`config.mk`:
```
export PLATFORM = sky130hd
export DESIGN_NAME = mem_bus_arbiter
export DESIGN_NICKNAME = d
export VERILOG_FILES = /design/src/rtl/mem_bus_pkg.sv /design/src/rtl/mem_bus_arbiter_rr.sv /design/src/rtl/mem_bus_arbiter.sv
export SDC_FILE = /design/constraint.sdc
export NUM_CORES = 1
export LEC_CHECK = 0
export CORE_MARGIN = 2
export CORE_UTILIZATION = 39
export DETAILED_ROUTE_END_ITERATION = 12
export PLACE_DENSITY = 0.77
export SYNTH_ARGS = -nofsm -noshare
export SYNTH_HDL_FRONTEND = slang
export SYNTH_SLANG_ARGS = --single-unit
```
`constraint.sdc`:
```
create_clock -name clk -period 1.9 [get_ports clk]
set_clock_uncertainty 0.2 [all_clocks]
set_input_delay 0.19 -clock clk [delete_from_list [all_inputs] [get_ports clk]]
set_output_delay 0.19 -clock clk [all_outputs]
set_load 0.05 [all_outputs]
```
`src/rtl/mem_bus_pkg.sv`:
```
// Shared types and constants for the data-memory/IO bus arbiter.
// Imported by the arbiter top and its round-robin picker.
package mem_bus_pkg;

    localparam int BUS_W = 32;
    localparam int CNT_W = 2;

    localparam logic M_CPU = 1'b0;
    localparam logic M_MON = 1'b1;

    typedef enum logic [1:0] {
        IDLE   = 2'd0,
        ACCESS = 2'd1,
        WAIT   = 2'd2,
        DONE   = 2'd3
    } state_t;

    typedef struct packed {
        logic             we;
        logic [BUS_W-1:0] addr;
        logic [BUS_W-1:0] wdata;
    } cmd_t;

endpackage

```
`src/rtl/mem_bus_arbiter_rr.sv`:
```
// Combinational two-way round-robin pick.
// On a tie the master that did not own the bus last time wins.
import mem_bus_pkg::*;

module rr_arbiter2 (
    input  logic [1:0] req,
    input  logic       last_grant,
    output logic       valid,
    output logic       id
);

    always_comb begin
        valid = |req;
        id    = M_CPU;
        unique case (req)
            2'b01:   id = M_CPU;
            2'b10:   id = M_MON;
            2'b11:   id = ~last_grant;
            default: id = M_CPU;
        endcase
    end

endmodule

```
`src/rtl/mem_bus_arbiter.sv`:
```
// Two-master data bus arbiter: CPU data port and monitor port share
// one bus through an IDLE -> ACCESS -> WAIT -> DONE sequence.
import mem_bus_pkg::*;

module mem_bus_arbiter #(
    parameter int RD_LATENCY = 1
) (
    input  logic             clk,
    input  logic             reset,
    input  logic             m0_req,
    input  logic             m0_we,
    input  logic [BUS_W-1:0] m0_addr,
    input  logic [BUS_W-1:0] m0_wdata,
    output logic             m0_ack,
    output logic [BUS_W-1:0] m0_rdata,
    input  logic             m1_req,
    input  logic             m1_we,
    input  logic [BUS_W-1:0] m1_addr,
    input  logic [BUS_W-1:0] m1_wdata,
    output logic             m1_ack,
    output logic [BUS_W-1:0] m1_rdata,
    output logic             bus_we,
    output logic [BUS_W-1:0] bus_addr,
    output logic [BUS_W-1:0] bus_wdata,
    input  logic [BUS_W-1:0] bus_rdata,
    output logic             busy,
    output logic             gnt
);

    localparam logic [CNT_W-1:0] CNT_INIT = CNT_W'(RD_LATENCY - 1);

    state_t           state;
    state_t           state_nx;
    cmd_t             cmd;
    logic [CNT_W-1:0] cnt;
    logic [BUS_W-1:0] rdata;
    logic [BUS_W-1:0] m0_hold;
    logic [BUS_W-1:0] m1_hold;
    logic             last_grant;
    logic             pick_valid;
    logic             pick_id;
    logic             grant_en;
    logic             rd_done;
    logic             done_rd;

    rr_arbiter2 u_rr (
        .req        ({m1_req, m0_req}),
        .last_grant (last_grant),
        .valid      (pick_valid),
        .id         (pick_id)
    );

    always_ff @(posedge clk) begin
        if (reset) state <= IDLE;
        else       state <= state_nx;
    end

    always_comb begin
        state_nx = state;
        grant_en = 1'b0;
        rd_done  = 1'b0;
        unique case (state)
            IDLE: begin
                if (pick_valid) begin
                    grant_en = 1'b1;
                    state_nx = ACCESS;
                end
            end
            ACCESS: begin
                state_nx = cmd.we ? DONE : WAIT;
            end
            WAIT: begin
                if (cnt == '0) begin
                    rd_done  = 1'b1;
                    state_nx = DONE;
                end
            end
            DONE: begin
                state_nx = IDLE;
            end
            default: state_nx = IDLE;
        endcase
    end

    // Command register decouples the bus from master inputs after grant.
    always_ff @(posedge clk) begin
        if (reset) begin
            cmd        <= '0;
            last_grant <= M_MON;
        end else if (grant_en) begin
            last_grant <= pick_id;
            if (pick_id == M_MON) cmd <= '{m1_we, m1_addr, m1_wdata};
            else                  cmd <= '{m0_we, m0_addr, m0_wdata};
        end
    end

    always_ff @(posedge clk) begin
        if (reset) begin
            cnt <= '0;
        end else if (state == ACCESS && !cmd.we) begin
            cnt <= CNT_INIT;
        end else if (state == WAIT && cnt != '0) begin
            cnt <= cnt - 1'b1;
        end
    end

    always_ff @(posedge clk) begin
        if (reset) rdata <= '0;
        else if (rd_done) rdata <= bus_rdata;
    end

    assign done_rd = (state == DONE) && !cmd.we;

    // Per-master copies only move when that master's read completes.
    always_ff @(posedge clk) begin
        if (reset) begin
            m0_hold <= '0;
            m1_hold <= '0;
        end else if (done_rd) begin
            if (last_grant == M_MON) m1_hold <= rdata;
            else                     m0_hold <= rdata;
        end
    end

    assign m0_rdata = (done_rd && last_grant == M_CPU) ? rdata : m0_hold;
    assign m1_rdata = (done_rd && last_grant == M_MON) ? rdata : m1_hold;

    assign m0_ack    = (state == DONE) && (last_grant == M_CPU);
    assign m1_ack    = (state == DONE) && (last_grant == M_MON);
    assign bus_we    = (state == ACCESS) && cmd.we;
    assign bus_addr  = cmd.addr;
    assign bus_wdata = cmd.wdata;
    assign busy      = (state != IDLE);
    assign gnt       = last_grant;

endmodule

```
# --- Yosys cells after proc, flatten, opt, wreduce, memory -nomap -nowiden ---
# Cells that the tools add are included.
classes:
  n_mux: 12
  n_lt_le_gt_ge: 0
  n_bitwise: 1
  n_addsub: 1
  n_eq_ne: 7
  reduce_logical: 18
  shifts: 0
  div: 0
  mul: 0
ops:
  columns: ["cell", "count"]
  rows:
  - ["2-to-1 mux 65 bit", 1]
  - ["2-to-1 mux 32 bit", 2]
  - ["equality test 2 bit (second input constant)", 4]
  - ["logical AND 1 bit", 8]
  - ["case mux 2 bit (4 select lines)", 1]
  - ["AND reduction 2 bit", 3]
  - ["2-to-1 mux 1 bit", 5]
  - ["zero test 2 bit", 2]
  - ["2-to-1 mux 2 bit", 2]
  - ["!= test 2 bit (second input constant)", 2]
  - ["nonzero test 2 bit", 2]
  - ["OR reduction 2 bit", 2]
  - ["equality test 2 x 1 -> 1 bit (second input constant)", 1]
  - ["case mux 1 bit (2 select lines)", 1]
  - ["subtractor 2 x 1 -> 2 bit (second input constant)", 1]
  - ["zero test 1 bit", 1]
  - ["NOT 1 bit", 1]
totals:
  out_inout_bits: 133
  elab_cells: 48
  rom_bits: 0
  mem_bits_rw: 0
  reg_bits: 166
  memories: 0
  latchBits: 0

# --- Longest topological paths before layout ---
# Gate-level depths: netlist of run 1.
depth:
  word_depth: 4
  depth_mapped: 7

# --- By module ---
# From an unflattened synthesis of run 1, not the netlist that was laid out.
hier_totals:
  cells_unflattened: 742
  hier_area_um2: 7432.1
modules_own_cells:
  columns: ["mod", "area_per_inst_um2", "n_inst", "cells_per_inst", "seq_area_each_um2"]
  rows:
  - ["mem_bus_arbiter", 7418.4, 1, 740, 3323.2]
  - ["rr_arbiter2", 13.8, 1, 2, 0.0]

# --- Least setup slack after synthesis of run 1 ---
# Ideal clock, no wire load.
synth_timing:
  path_type: "register to register"
  from: "reg last_grant (netlist: gnt)"
  to: "reg m1_hold[30]"
  setup_ps: 128
  arrival_ps: 1836
  required_time_ps: 1572
  stages_incl_launch_ff: 6
  n_path_buf: 2
  path_slack_ps: -264
  path_cell_list: "dfxtp_1 -> buf_6 -> nand3b_4 -> buf_4 -> mux2_1 -> nor2b_1"
synth_via:
  elab_chain_len: 1
synth_rtl:
  columns: ["item", "line_no", "source"]
  rows:
  - ["from (decl)", "mem_bus_arbiter.sv:39", "logic last_grant;"]
  - ["from (signal assigned)", "mem_bus_arbiter.sv:91", "last_grant <= pick_id;"]
  - ["AND reduction 2 bit (no line)", null, null]
  - ["to (signal assigned)", "mem_bus_arbiter.sv:120", "if (last_grant == M_MON) m1_hold <= rdata;"]
  - ["to (decl)", "mem_bus_arbiter.sv:38", "logic [BUS_W-1:0] m1_hold;"]
# No other way between the ends.
# A chain may end at the register's enable or synchronous reset.

# --- Worst setup path after layout of run 1 ---
layout_timing:
  from: "reg state[1]"
  to: "out m0_rdata[18]"
layout_via:
  elab_chain_len: 4
layout_rtl:
  columns: ["item", "line_no", "source"]
  rows:
  - ["from (decl)", "mem_bus_arbiter.sv:32", "state_t state;"]
  - ["from (signal assigned)", "mem_bus_arbiter.sv:55", "else state <= state_nx;"]
  - ["equality test 2 bit", "mem_bus_arbiter.sv:112", "assign done_rd = (state == DONE) && !cmd.we;"]
  - ["logical AND 1 bit", "mem_bus_arbiter.sv:112", null]
  - ["logical AND 1 bit", "mem_bus_arbiter.sv:125", "assign m0_rdata = (done_rd && last_grant == M_CPU) ? rdata : m0_hold;"]
  - ["2-to-1 mux 32 bit", "mem_bus_arbiter.sv:125", null]
  - ["to (decl)", "mem_bus_arbiter.sv:15", "output logic [BUS_W-1:0] m0_rdata,"]
# No other way between the ends.

==> run metrics, run 1 <==
post-synthesis mux area share=between 10% and 20%; flops & latches, synth=166; CTS buffer count=17; largest family of logic cells by synthesized area=simple AND/OR/NAND/NOR gates; cell area after layout=between 10000 and 15000 µm²; worst reg2reg path startpoint=state[1]$_SDFFE_PP0P_; DRT antenna net count=0; critical path arrival=~1.9 ns; highest cell delay on the worst timing path=0.36 ns; Max IR drop VDD=916 µV; period utilization=122%; Critical Path Source=state[1]$_SDFFE_PP0P_; Max Cap Viol=0; DP Area=10600 µm²; Hold Crit Depth=3; Die W=about 140 µm; LEAKAGE=just over 5 nW; routability cong.=just under 0.8; clk_lat worst skew=0.42 ns; CTS tree=done; vias in the first global route=6423; final hold violations=0; worst slew pin tran=0.520 ns; crit path max fanout=10; FMAX=between 0.4 and 0.5 GHz; most frequent cells in the layout=194 x nand2_1, 164 x clkdlybuf4s50_1, 163 x dfxtp_1; PortBufs=298; area share of fa/ha/maj cells after synthesis=~1%; Root Driver=clkbuf_16; GR Overflow Total=0; routed length per instance=around 17 µm; Top-Level Pins=between 200 and 300; reg2reg setup slack=0 ns; commonest non-fill, non-tap cell in the layout=nand2_1; yosys warns=0; gr usage total=between 20% and 30%; Via density=just under 5; Synth cell types=31; via count=6409; largest net degree at the start of global routing=89; sequential cell area=about 3300 µm²; global-route wire length before repair=33.7 mm; Hold WS=0.113 ns; CP Class=flip-flop to primary output; PD cells=between 1000 and 1500 nW/µm²; Syn Std Cell Area=7380 µm²; Worst-path clk slew=about 0.070 ns; Tmin final=about 2.3 ns; Slew HR=between 60% and 70%; Hold WC Path Type=input pin to flip-flop; fin cells=approximately 1300; RSZ-0062 raised after global routing=true; most used cell, CP=buf_6; outcome=complete, but fails checks; Synth Instances=just over 800; Worst setup SP type=flip-flop; core area=~19000 µm²; hold endpoint=rdata[5]$_SDFFE_PP0P_; H-tree depth=4; number of remaining DRC errors=0; syn avg cell area=9.07 µm²; Slowest cell on crit path=dfxtp_4; antenna violations before repair=2; final worst slack=-0.426 ns; FILL cells=about 1500; reg2reg path depth=7; worst path required time=approximately 1.5 ns; Final Routed Wirelength=about 23 mm; violated checks=negative setup slack; multi-input combinational cell area=3490 µm²; post-synthesis simple-gate area fraction=between 20 and 25%; hpwl dp=between 10 and 15 mm; die area=~20000 µm²; final net count=between 1000 and 1500; Syn Nets=986; Clock Path Buffers=2; Critical Path, Cell by Cell=ha_4 -> nor3b_4 -> buf_6 -> buf_16 -> mux2_4 -> buf_6; CTS sink count=around 170; HP Start=bus_rdata[5]; final setup fails=65; layout cells sized above 1=approximately a quarter; sequential share of the synthesized area=between 40 and 50%; reg2reg end=m0_hold[0]$_SDFFE_PP0P_; Die H=~140 µm; TritonRoute pass-1 iters=4; First DRT Iteration DRCs=164; Inst Count DP=about 1200; Max Transition Viols Final=0; CP Capture Type=primary output; Synth Area in Compound Gates=a little over a tenth; xor/xnor share of the synthesized area=0.119%; Site Rows=50; area grow syn2layout=61.0%; Initial Util=39.6%
-- worst max-delay path: cells and delay by family (launching register included) --
| family | cells | cell delay, ns |
|---|---|---|
| adder cells (fa/ha/maj) | 1 | 0.13 |
| AND/OR/NAND/NOR | 1 | 0.20 |
| flip-flops | 1 | 0.36 |
| multiplexers | 1 | 0.33 |
| buffers and inverters | 3 | 0.50 |
-- final cells by class --
cell class	instances	share of cell area, %
clock buffer	18	3.61
clock inverter	14	1.76
timing repair buffer	345	34.5
multi-input combinational	518	29.3
antenna	2	0.0421
sequential	166	28.0
inverter	6	0.232
tap	234	2.46
-- stage by stage --
| step | power (mW) | setup slack, ns | TNS (ns) | util, % |
|---|---|---|---|---|
| 2_1_floorplan | 9.69 | -0.0181 | -0.544 | - |
| 3_3_place_gp | 11.3 | -0.0173 | -0.0307 | 56.6 |
| 3_5_place_dp | 11.4 | -0.0784 | -1.03 | 56.6 |
| 4_1_cts | 15.2 | -0.426 | -25.22 | 61.9 |
| 5_1_grt | 16.6 | -0.490 | -28.22 | 63.8 |
| 6_report | 15.9 | -0.426 | -23.84 | 63.8 |
-- synth_stat cells (all sizes together) --
library cell / instances / area [µm²]
inv: 6 / 22.5
nand2b: 1 / 6.26
o21a: 1 / 7.51
a311oi: 66 / 578
nand3: 1 / 5.00
and2: 3 / 18.8
a21bo: 1 / 10.0
mux2: 64 / 833
buf: 88 / 646
nand2: 195 / 732
xnor2: 1 / 8.76
ha: 6 / 75.1
a21o: 2 / 15.0
a21boi: 1 / 7.51
or2: 2 / 12.5
a31oi: 2 / 12.5
nand3b: 1 / 20.0
a211oi: 1 / 7.51
nor2: 67 / 251
nor3: 1 / 5.00
or3b: 1 / 8.76
and2b: 30 / 225
nor2b: 36 / 225
clkbuf: 36 / 135
a21oi: 34 / 170
dfxtp: 166 / 3320
nor3b: 1 / 18.8
-- repair_timing --
action,in CTS,in global routing
setup endpoints to repair,106,109
pin swaps,1,6
hold buffers,1,0
buffers inserted,5,8
resized for setup,96,31
cloned,3,8
hold endpoints to repair,13,0
-- cell families after synthesis --
group / count (synthesis)
simple gates: 339
flops: 166
buf+inv: 130
compound gates: 108
mux: 64
fa+ha+maj: 6
xor+xnor: 1
-- sequential cells by signal (all words and copies together) (netlist names) --
name and count:
bus_wdata 32, m1_hold 32, m0_hold 32, state 2, gnt 1, cmd 1
rdata 32, bus_addr 32, cnt 2
-- how the worst max path moves through the flow --
stage,endpoint,cells past startpoint
floorplan,m0_hold[0]$_SDFFE_PP0P_,5
global placement,m0_rdata[5],5
detailed placement,bus_addr[3]$_SDFFE_PP0P_,5
CTS,m0_rdata[19],6
global route,m0_rdata[18],6
finish,m0_rdata[18],6
-- report_power, final --
group | switching (mW) | internal (mW) | leakage [nW]
sequential | 0.480 | 4.25 | 1.36
clock | 1.51 | 2.24 | 0.309
combinational | 4.50 | 2.88 | 3.40
-- routing by layer --
| metal | up-vias | global-route usage (%) | routed length [µm] |
|---|---|---|---|
| met4 | 0 | 6.63 | 463 |
| met3 | 33 | 7.46 | 1580 |
| met1 | 3005 | 24.8 | 9150 |
| li1 | 3140 | - | - |
| met2 | 231 | 36.5 | 11400 |
| met5 | - | 0 | 0 |
Power figures use the tool's default switching activity.
==> run 2, diff against run 1 <==
--- a/config.mk
+++ b/config.mk
@@ -9,6 +9,7 @@
 export CORE_UTILIZATION = 39
 export DETAILED_ROUTE_END_ITERATION = 12
 export PLACE_DENSITY = 0.77
+export RECOVER_POWER = 50
 export SYNTH_ARGS = -nofsm -noshare
 export SYNTH_HDL_FRONTEND = slang
 export SYNTH_SLANG_ARGS = --single-unit
==> run 2 against run 1 <==
  * The run still ends with negative setup slack left
  * Design area decreased by 1.3%
  * Count of clock-buffer cells in the layout unchanged
  * Setup slack got worse by 0.0032 ns
  * Worst hold slack got worse by 0.0032 ns
  * Sequential cell count unchanged
  * Die area unchanged
  * Critical path type unchanged
  * Largest cell class unchanged
  * Highest routed layer unchanged
==> run metrics, run 2 (same netlist as run 1, synthesis figures left out) <==
outcome=complete, but fails checks (unchanged); violated checks=negative setup slack (unchanged); final worst slack=-0.429 ns (was -0.426 ns); CP Class=flip-flop to primary output (unchanged); routability cong.=0.772 (unchanged); Root Driver=clkbuf_16 (unchanged); Die H=142 µm (unchanged); clk_lat worst skew=0.43 ns (was 0.42 ns); antenna violations before repair=2 (unchanged); Die W=142 µm (unchanged); number of remaining DRC errors=0 (unchanged); final setup fails=65 (unchanged); layout cells sized above 1=22.0% (was 25.5%); CTS tree=done (unchanged); period utilization=123% (was 122%); via count=6422 (was 6409); Final Routed Wirelength=22.6 mm (about the same); LEAKAGE=4.92 nW (was 5.06 nW); final net count=1226 (unchanged); FMAX=0.429 GHz (was 0.430 GHz); CTS sink count=166 (unchanged); Hold WC Path Type=input pin to flip-flop (unchanged); Clock Path Buffers=2 (unchanged); PortBufs=298 (unchanged); Via density=4.93 (was 4.92); final hold violations=0 (unchanged); critical path arrival=1.94 ns (about the same); most used cell, CP=buf_6 (unchanged); Slew HR=55.3% (was 65.5%); Initial Util=39.6% (unchanged); H-tree depth=4 (unchanged); gr usage total=21.2% (unchanged); commonest non-fill, non-tap cell in the layout=nand2_1 (unchanged); CTS buffer count=17 (unchanged); worst slew pin tran=0.674 ns (was 0.520 ns); Top-Level Pins=299 (unchanged); Slowest cell on crit path=dfxtp_4 (unchanged); die area=20000 µm² (unchanged); vias in the first global route=6423 (unchanged); Site Rows=50 (unchanged); Worst setup SP type=flip-flop (unchanged); First DRT Iteration DRCs=198 (was 164); highest cell delay on the worst timing path=0.36 ns (about the same); crit path max fanout=10 (unchanged); CP Capture Type=primary output (unchanged); Max IR drop VDD=843 µV (was 916 µV); core area=18600 µm² (unchanged); RSZ-0062 raised after global routing=true (unchanged); worst path required time=1.51 ns (about the same); DRT antenna net count=0 (unchanged); Tmin final=2.33 ns (about the same); largest net degree at the start of global routing=89 (unchanged); hpwl dp=14.5 mm (unchanged); pre-CTS setup slack=-0.0784 ns (unchanged); global-route wire length before repair=33.7 mm (unchanged); Critical Path, Cell by Cell=ha_4 -> nor3b_4 -> buf_6 -> buf_16 -> mux2_4 -> buf_6 (unchanged); routed length per instance=17.3 µm (about the same); PD cells=1330 nW/µm² (was 1340 nW/µm²); area grow syn2layout=59.0% (was 61.0%); GR Overflow Total=0 (unchanged); Post-Route Setup TNS=-23.99 ns (was -23.84 ns); Max Transition Viols Final=0 (unchanged); most frequent cells in the layout=194 x nand2_1, 164 x clkdlybuf4s50_1, 163 x dfxtp_1 (unchanged); Worst-path clk slew=0.07 ns (about the same); TritonRoute pass-1 iters=4 (unchanged); Max Cap Viol=0 (unchanged)
[run 2: final cells by class]
type	instances	area, µm²
tap	234	293
fill	1526	6910
sequential	166	3330
antenna	2	5.00
inverter	6	27.5
timing repair buffer	345	3960
clock inverter	14	209
clock buffer	18	429
multi-input combinational	518	3480
[run 2: critical path, delay by kind of cell (launching register included)]
kind / cells / cell delay [ns]
muxes: 1 / 0.32
adders and majority gates: 1 / 0.13
buffers and inverters: 3 / 0.50
DFF: 1 / 0.36
and+or+nand+nor: 1 / 0.20
[run 2: path summary, 6_finish.rpt]
kind / from / end / slack [ns] / depth (start not counted)
worst min-delay path: bus_rdata[5] / rdata[5]$_SDFFE_PP0P_ / 0.11 / 3
worst max-delay path: state[1]$_SDFFE_PP0P_ / m0_rdata[18] / -0.43 / 6
worst max register to register: state[1]$_SDFFE_PP0P_ / m0_hold[0]$_SDFFE_PP0P_ / 0 / 7
worst min register to register: rdata[19]$_SDFFE_PP0P_ / rdata[19]$_SDFFE_PP0P_ / 0.28 / 2
[run 2: power breakdown]
| part | leakage [nW] | internal, mW | switching (mW) |
|---|---|---|---|
| sequential | 1.36 | 4.25 | 0.468 |
| clock | 0.309 | 2.24 | 1.52 |
| combinational | 3.25 | 2.57 | 4.49 |
[run 2: per-stage QoR]
step | area, µm² | hold WS, ns | total power [mW] | cells | utilization [%]
2_1_floorplan | 7400 | 0.126 | 9.69 | 814 | -
3_3_place_gp | 10600 | 0.259 | 11.3 | 1246 | 56.6
3_5_place_dp | 10600 | 0.267 | 11.4 | 1246 | 56.6
4_1_cts | 11500 | 0.0910 | 15.2 | 1287 | 61.9
5_1_grt | 11700 | 0.116 | 16.3 | 1303 | 62.9
6_report | 11700 | 0.110 | 15.5 | 1303 | 62.9
[run 2: what timing repair did]
action                                  in CTS  in global routing
buffers inserted                             5                  8
cloned                                       3                  8
pin swaps                                    1                  6
hold endpoints to repair                    13                  0
endpoints found under the setup margin     106                109
gates resized for setup                     96                 31
hold buffers                                 1                  0
[run 2: routing by layer]
metal / global-route usage, % / up-vias / share of wire (%)
met1: 24.8 / 3012 / 41
li1: - / 3141 / -
met4: 6.63 / 0 / 1.9
met3: 7.46 / 31 / 7.4
met5: 0 / - / 0
met2: 36.5 / 238 / 50
